<file path="config.mk">
export PLATFORM = sky130hd
export DESIGN_NAME = gemm_loader
export DESIGN_NICKNAME = d
export VERILOG_FILES = /design/src/rtl/gemm_loader.sv
export SDC_FILE = /design/constraint.sdc
export NUM_CORES = 1
export LEC_CHECK = 0
export CORE_ASPECT_RATIO = 0.8
export CORE_MARGIN = 2
export CORE_UTILIZATION = 30
export DETAILED_ROUTE_END_ITERATION = 8
export GPL_TIMING_DRIVEN = 0
export SYNTH_ARGS = -nofsm -noshare
export SYNTH_HDL_FRONTEND = slang
export SYNTH_SLANG_ARGS = --single-unit
</file>
<file path="constraint.sdc">
create_clock -name clk -period 1.53 [get_ports clk]
set_input_delay 0.3825 -clock clk [delete_from_list [all_inputs] [get_ports clk]]
set_output_delay 0.3825 -clock clk [all_outputs]
set_load 0.05 [all_outputs]
</file>
<file path="src/rtl/gemm_loader.sv">
// gemm_loader: host-side initiator that streams two NxN matrices into the GEMM core,
// starts it, and returns its sum (or a timeout error) on a valid/ready result channel.
`default_nettype none

module gemm_loader #(
  parameter int N       = 16,
  parameter int DW      = 21,
  parameter int AW      = 8,
  parameter int TIMEOUT = 8192
) (
  input  logic          clk,
  input  logic          rst_n,
  input  logic          s_valid,
  output logic          s_ready,
  input  logic [DW-1:0] s_data,
  input  logic          cmd_rerun,
  output logic          wr_en,
  output logic [1:0]    wr_sel,
  output logic [AW-1:0] wr_addr,
  output logic [DW-1:0] wr_data,
  output logic          start,
  input  logic          done,
  input  logic [31:0]   sum_in,
  output logic          r_valid,
  input  logic          r_ready,
  output logic [31:0]   r_data,
  output logic          r_err,
  output logic          busy
);

  localparam int IW = AW + 2;
  localparam int TW = $clog2(TIMEOUT);
  localparam logic [IW-1:0] LAST_IDX = IW'(2 * N * N - 1);
  localparam logic [TW-1:0] TMO_LAST = TW'(TIMEOUT - 1);

  typedef enum logic [2:0] {
    IDLE   = 3'd0,
    LOAD   = 3'd1,
    START  = 3'd2,
    WAIT   = 3'd3,
    RESULT = 3'd4
  } state_t;

  state_t        state_q;
  logic [IW-1:0] idx_q;
  logic [TW-1:0] tmo_q;
  logic          done_q;
  logic          s_ready_q;
  logic          wr_en_q;
  logic [1:0]    wr_sel_q;
  logic [AW-1:0] wr_addr_q;
  logic [DW-1:0] wr_data_q;
  logic          start_q;
  logic          r_valid_q;
  logic [31:0]   r_data_q;
  logic          r_err_q;
  logic          busy_q;

  logic accept;
  logic last_elem;
  logic done_rise;

  assign accept    = s_valid && s_ready_q;
  assign last_elem = (idx_q == LAST_IDX);
  // A level left high by the previous run must not complete this one.
  assign done_rise = done && !done_q;

  always_ff @(posedge clk or negedge rst_n) begin
    if (!rst_n) begin
      state_q   <= IDLE;
      idx_q     <= '0;
      tmo_q     <= '0;
      done_q    <= 1'b0;
      s_ready_q <= 1'b1;
      wr_en_q   <= 1'b0;
      wr_sel_q  <= 2'b00;
      wr_addr_q <= '0;
      wr_data_q <= '0;
      start_q   <= 1'b0;
      r_valid_q <= 1'b0;
      r_data_q  <= '0;
      r_err_q   <= 1'b0;
      busy_q    <= 1'b0;
    end else begin
      done_q  <= done;
      wr_en_q <= 1'b0;
      start_q <= 1'b0;

      if (accept) begin
        wr_en_q   <= 1'b1;
        wr_sel_q  <= {1'b0, idx_q[AW]};
        wr_addr_q <= idx_q[AW-1:0];
        wr_data_q <= s_data;
        idx_q     <= last_elem ? '0 : idx_q + 1'b1;
      end

      case (state_q)
        IDLE: begin
          if (accept) begin
            state_q <= LOAD;
            busy_q  <= 1'b1;
          end else if (cmd_rerun) begin
            state_q   <= START;
            start_q   <= 1'b1;
            s_ready_q <= 1'b0;
            busy_q    <= 1'b1;
          end
        end
        LOAD: begin
          if (accept && last_elem) begin
            state_q   <= START;
            s_ready_q <= 1'b0;
          end
        end
        START: begin
          // A rerun enters with the pulse already out; a load issues it here,
          // one cycle after the final write.
          if (start_q) begin
            state_q <= WAIT;
          end else begin
            start_q <= 1'b1;
          end
        end
        WAIT: begin
          if (done_rise) begin
            r_data_q  <= sum_in;
            r_err_q   <= 1'b0;
            r_valid_q <= 1'b1;
            tmo_q     <= '0;
            state_q   <= RESULT;
          end else if (tmo_q == TMO_LAST) begin
            r_data_q  <= '0;
            r_err_q   <= 1'b1;
            r_valid_q <= 1'b1;
            tmo_q     <= '0;
            state_q   <= RESULT;
          end else begin
            tmo_q <= tmo_q + 1'b1;
          end
        end
        RESULT: begin
          if (r_ready) begin
            r_valid_q <= 1'b0;
            s_ready_q <= 1'b1;
            busy_q    <= 1'b0;
            state_q   <= IDLE;
          end
        end
        default: begin
          state_q   <= IDLE;
          s_ready_q <= 1'b1;
          busy_q    <= 1'b0;
        end
      endcase
    end
  end

  assign s_ready = s_ready_q;
  assign wr_en   = wr_en_q;
  assign wr_sel  = wr_sel_q;
  assign wr_addr = wr_addr_q;
  assign wr_data = wr_data_q;
  assign start   = start_q;
  assign r_valid = r_valid_q;
  assign r_data  = r_data_q;
  assign r_err   = r_err_q;
  assign busy    = busy_q;

endmodule

`default_nettype wire

</file>
== Word-level counts from Yosys, hierarchy flattened ==
Cells that the tools add are included.

* Bitwise logic cells: 2
* Add/sub/neg operators: 2
* Muxes and demuxes: 31
* Reductions and logical operators: 14
* Equality and inequality tests: 13

{| class="wikitable"
|+ Operator list
! cell !! number
|-
| 32-bit 2-to-1 mux || 2
|-
| 13-bit 2-to-1 mux || 2
|-
| 3-bit 2-to-1 mux || 7
|-
| 3-bit one-hot mux with 5 select lines || 1
|-
| 1-bit 2-to-1 mux || 14
|-
| 13-bit by 1-bit adder with 13-bit output, second input constant || 1
|-
| 13-bit equality test, second input constant || 1
|-
| 10-bit by 1-bit adder with 10-bit output, second input constant || 1
|-
| 10-bit by 9-bit equality test with 1-bit output, second input constant || 1
|-
| 10-bit 2-to-1 mux || 1
|-
| 2-bit inequality test, second input constant || 5
|-
| 5-bit AND reduction || 2
|-
| 3-bit by 2-bit equality test with 1-bit output, second input constant || 2
|-
| 3-bit inequality test, second input constant || 2
|-
| 3-bit AND reduction || 2
|-
| 1-bit one-hot mux with 2 select lines || 2
|-
| 1-bit one-hot mux with 4 select lines || 1
|-
| 2-bit nonzero test || 2
|-
| 3-bit by 1-bit equality test with 1-bit output, second input constant || 1
|-
| 3-bit equality test, second input constant || 1
|-
| 1-bit logical AND || 3
|-
| 3-bit logical NOT || 1
|-
| 1-bit one-hot mux with 3 select lines || 1
|-
| 3-bit OR reduction || 1
|-
| 4 further kinds || 5
|}

* Register bits after elaboration: 95
* Bits of input ports: 59

== Longest topological paths before layout ==
* Depth in word-level cells: 4
* Depth in mapped cells: 6

== Worst setup path after synthesis ==
OpenSTA, ideal clock, no wires.

* Kind: register to register
* Start point: register s_ready_q, in the netlist s_ready
* End point: register state_q[0]
* Required time: 1406 ps
* Cell stages (with the launch flop): 5
* Clock period less this slack: 1839 ps
* Slack: -309 ps
* Path buffers: 0
* Setup time: 124 ps
* Data arrival time: 1715 ps
* Path through: dfstp_2 -> nand2_1 -> nor4_2 -> nor3_1 -> o31a_1

* Word-level cells in the longest chain between the ends: 4
* Elaborated cells on any way between the ends: 7
* Classes of those cells: eq/ne: 2; mux: 2; reduce/logical: 3

{| class="wikitable"
|+ Ends and longest elaborated chain
! item !! RTL line !! source
|-
| from (decl) || 48 || <nowiki>logic s_ready_q;</nowiki>
|-
| from (signal assigned) || 74 || <nowiki>s_ready_q <= 1'b1;</nowiki>
|-
| from (signal assigned) || 105 || <nowiki>s_ready_q <= 1'b0;</nowiki>
|-
| from (signal assigned) || 112 || <nowiki>s_ready_q <= 1'b0;</nowiki>
|-
| 1-bit logical AND * || 63 || <nowiki>assign accept = s_valid && s_ready_q;</nowiki>
|-
| 1-bit logical AND || 110 || <nowiki>if (accept && last_elem) begin</nowiki>
|-
| 2-bit inequality test (no source line) || -- ||
|-
| 5-bit AND reduction (no source line) || -- ||
|-
| to (signal assigned) || 70 || <nowiki>state_q <= IDLE;</nowiki>
|-
| to (signal assigned) || 111 || <nowiki>state_q <= START;</nowiki>
|-
| to (signal assigned) || 119 || <nowiki>state_q <= WAIT;</nowiki>
|-
| to (decl) || 44 || <nowiki>state_t state_q;</nowiki>
|}

Every way passes the cells marked *; elsewhere a longest branch is shown, timed or not.
A chain may end at the register's enable or synchronous reset.

== Final worst setup path ==
* Start point: register tmo_q[0]
* End point: register r_data_q[3], in the netlist r_data[3]

* Word-level cells in the longest chain between the ends: 3

{| class="wikitable"
|+ Ends and longest elaborated chain
! item !! RTL line !! source
|-
| from (decl) || 46 || <nowiki>logic [TW-1:0] tmo_q;</nowiki>
|-
| from (signal assigned) || 138 || <nowiki>tmo_q <= tmo_q + 1'b1;</nowiki>
|-
| 13-bit equality test || 131 || <nowiki>end else if (tmo_q == TMO_LAST) begin</nowiki>
|-
| 2-bit nonzero test (no source line) || -- ||
|-
| 2-bit AND reduction (no source line) || -- ||
|-
| to (signal assigned) || 126 || <nowiki>r_data_q <= sum_in;</nowiki>
|-
| to (decl) || 55 || <nowiki>logic [31:0] r_data_q;</nowiki>
|}

Every way passes these cells.

==> summary.md <==
• 7210 um — Detail Placement HPWL
• 0.00635 — arithmetic-cell share of the synthesized area counting full adders, half adders and majority gates
• 37 — number of placement rows
• 0.307 — effective utilization at floorplan
• 0.00633 mm^2 — Design Area, Final
• 10900 um — wire length after detailed routing
• 0 — remaining number of nets flagged by the antenna check after routing
• 0.597 — post-synth top area share
• 9 — cts bufs inserted
• 7 — R2R cell count
• 0.154 — total routing usage reported by global routing
• 0 — antenna violations before repair
• 70 ps — clock transition time at the flip-flop clock pins of the worst setup and hold paths
• 10.8 um^2 — synthesized area divided by synthesized cell count
• 1670 ps — time the final worst path needs with I/O delays and setup
• 3.84 ps — worst setup skew after layout
• 2 — Max Root-Sink Buffers
• 60.5% — area added between synthesis and finish
• 4.66 — detailed-route vias per instance
• 1090 mW/mm^2 — pwr dens
• 15.1 um — routed length per placed instance
• 126 — Port Buf Inserts
• dfrtp_1 — dominant register cell in the synthesized netlist
• 5 — maximum net fanout on the critical path
• 1.09 — fraction of the cycle the final worst path needs
• 2 — buffer and inverter count on the worst path
• complete, but fails checks — status
• 132 um — width of the die
• 107 um — vertical die dimension
• ha_2 -> nand4_1 -> nor4_4 -> buf_4 -> o21ai_4 -> buf_4 -> a22o_1 — Cell Chain, Critical Path
• 0.0141 mm^2 — DIE AREA
• 0.00540 — mux contribution to synthesized area
• 0.00394 mm^2 — netlist area before placement
• 0.123 — compound-cell area share of the yosys netlist
• buf_4 — most used cell along the critical path
• 1187 — fill cell total of the finished layout
• 0.197 — share of synthesized cell area in and, or, nand and nor gates
• 3 — number of levels the H-tree was split into
• 0 — total of warnings raised by yosys
• 3443 — vias in the first global route
• 597 MHz — highest clock rate
• -145 ps — minimum setup slack in the final design
• 95 — #FFs+latches synth
• flip-flops — Top Family by Delay on Critical Path
• dfrtp_1 — CP max-delay cell
• 4 — first drt pass iteration count
• 0 — number of remaining DRC errors
• 0 — number of hold violations in the final report
• 3369 — total via count after detailed routing
• flop to flop — WS Path Type
• 0 — global route overflow
• 668 ps — transition time of the tightest slew-check pin
• 0.00548 mm^2 — Post-DP Area
• 0 — number of max-cap violations
• 1900 ps — Arrival @ worst endpoint
• 427 — number of nets in the synthesized netlist
• dfrtp_1 — library cell occupying the most area in the post-synthesis netlist
• 17500 um — first-pass GRT wire length
• 95 — clk sink count
• -140 ps — reg-to-reg slack, setup
• 0.00288 uW — Leak Pwr
• 143 — detailed router's first-iteration violation count
• 0.493 — Final Util
• 0.554 — worst-case headroom to the max-slew limit
• 0.000591 V — Peak VDD IR
• true — RSZ-0062 raised after global routing
• 0.0333 — XOR/XNOR share of the synthesized area
• 0 — number of synthesized flops with an enable pin
• 51 — Setup-failing EPs final
• 340 ps — worst skew pair latency
• 7 — number of stages on the worst setup path
• 0.603 — sequential area share after synthesis
• 49 — number of distinct library cell variants in the gate-level netlist after synthesis
• 370 ps — delay of the slowest cell on the worst path
• 0.325 — share of final-layout standard cells stronger than drive strength 1
• 1.00 — async set-or-reset flop fraction in the synthesized netlist
• 0.824 — routability congestion estimate
• yes — CTS tree
• 604 — # nets final
• nand2_1 (111), dfrtp_1 (94), a22o_1 (29) — most numerous cell types in the synthesized netlist
• 1750 ps — required time of the worst setup path
• clkbuf_16 — library cell used as clock root buffer
• negative setup slack — violations in the final reports
• 0 — Antenna Cells
• simple AND/OR/NAND/NOR gates — largest family of logic cells by synthesized area
• 54 — pin count of the biggest net entering global routing
• nand2_1 — most frequent cell after synthesis
• 0.0128 mm^2 — core region area
• dfrtp_1 (60%), nand2_1 (11%), a22o_1 (6.4%), nor2_1 (2.0%), xnor2_1 (2.0%) — biggest area contributors in the synthesized netlist
• input port to asynchronous set/reset pin — type of the worst min-delay path
• flop — type of element launching the critical path
• flop — Worst Setup End Kind
• 0 — Final Slew Violations
• 366 — Mapped Cells
• 128 — count of boundary I/O pins
[cell usage in the layout, fill, tap and decap left out, drive strengths merged, types with 7 or more instances in the layout]
| master | instances |
|---|---|
| o21ai | 8 |
| nand4 | 7 |
| clkbuf | 15 |
| a22o | 33 |
| nor2 | 21 |
| dfrtp | 94 |
| buf | 55 |
| clkdlybuf4s50 | 56 |
| clkdlybuf4s15 | 66 |
| nand2 | 111 |
| xnor2 | 9 |
[kinds of logic (layout without fill, tap and decap cells)]
logic type,count (synthesis),count (layout)
AO/OA/AOI/OAI,59,60
XOR/XNOR,15,15
adder cells (fa/ha/maj),2,2
buffers and inverters,24,205
flip-flops,95,95
multiplexers,2,2
other,1,1
AND/OR/NAND/NOR,168,168
[area by class of cell]
type / count / area (um^2) / area share
buffer: 18 / 130 / 0.0206
multi-input combinational: 248 / 1580 / 0.249
sequential: 95 / 2380 / 0.377
inverter: 6 / 23.8 / 0.00376
timing repair buffer: 165 / 1660 / 0.263
tap: 175 / 219 / 0.0346
clock inverter: 6 / 92.6 / 0.0146
clock buffer: 10 / 239 / 0.0378
[state kept, by name, indices dropped and copies added, names as in the netlist, 3 cells and up]
register  count
r_data       32
state_q       3
tmo_q        13
wr_addr       8
wr_data      21
idx_q        10
[power by group]
group | switching, uW | leakage, uW | internal [uW]
Combinational | 954 | 0.00156 | 558
Clock | 986 | 0.000155 | 1490
Sequential | 172 | 0.00117 | 2730
Total | 2110 | 0.00288 | 4780
[through the flow]
step | cells | setup TNS, ps | total power, uW | hold WS (ps) | setup slack (ps)
after detailed placement | 668 | -42910 | 4400 | 462 | -687
after global placement | 667 | -370150 | 4370 | 457 | -3500
after global routing | 723 | -9280 | 7200 | 146 | -221
after floorplan | 366 | -987 | 3750 | 86.9 | -34.9
final | 723 | -5610 | 6890 | 74.4 | -145
after CTS | 702 | -5670 | 6910 | 99.2 | -161
[layer usage]
metal,vias to the layer above,global-route usage,share of wire
met2,104,0.253,0.47
li1,1620,-,-
met4,0,0.0300,0.0067
met5,-,0,0
met1,1636,0.200,0.46
met3,9,0.0520,0.064
[what timing repair did]
action                     in CTS  in global routing
cloned                          1                  3
gates resized for setup       231                 40
setup endpoints to repair     153                 70
pin swaps                      16                 18
setup buffers                  17                 18
hold buffers                    0                  0
[worst paths after layout]
| check | startpoint | to |
|---|---|---|
| max | tmo_q[0]$_DFFE_PN0P_ | r_data[3]$_DFFE_PN0P_ |
| min | rst_n | r_data[18]$_DFFE_PN0P_ |
| max reg2reg | tmo_q[0]$_DFFE_PN0P_ | r_data[3]$_DFFE_PN0P_ |
| min reg2reg | wr_data[17]$_DFFE_PN0P_ | wr_data[17]$_DFFE_PN0P_ |
| max in group asynchronous | rst_n | s_ready$_DFFE_PN1P_ |
| min in group clk | wr_data[17]$_DFFE_PN0P_ | wr_data[17]$_DFFE_PN0P_ |
Note: power is estimated with default switching activity, not from simulation.
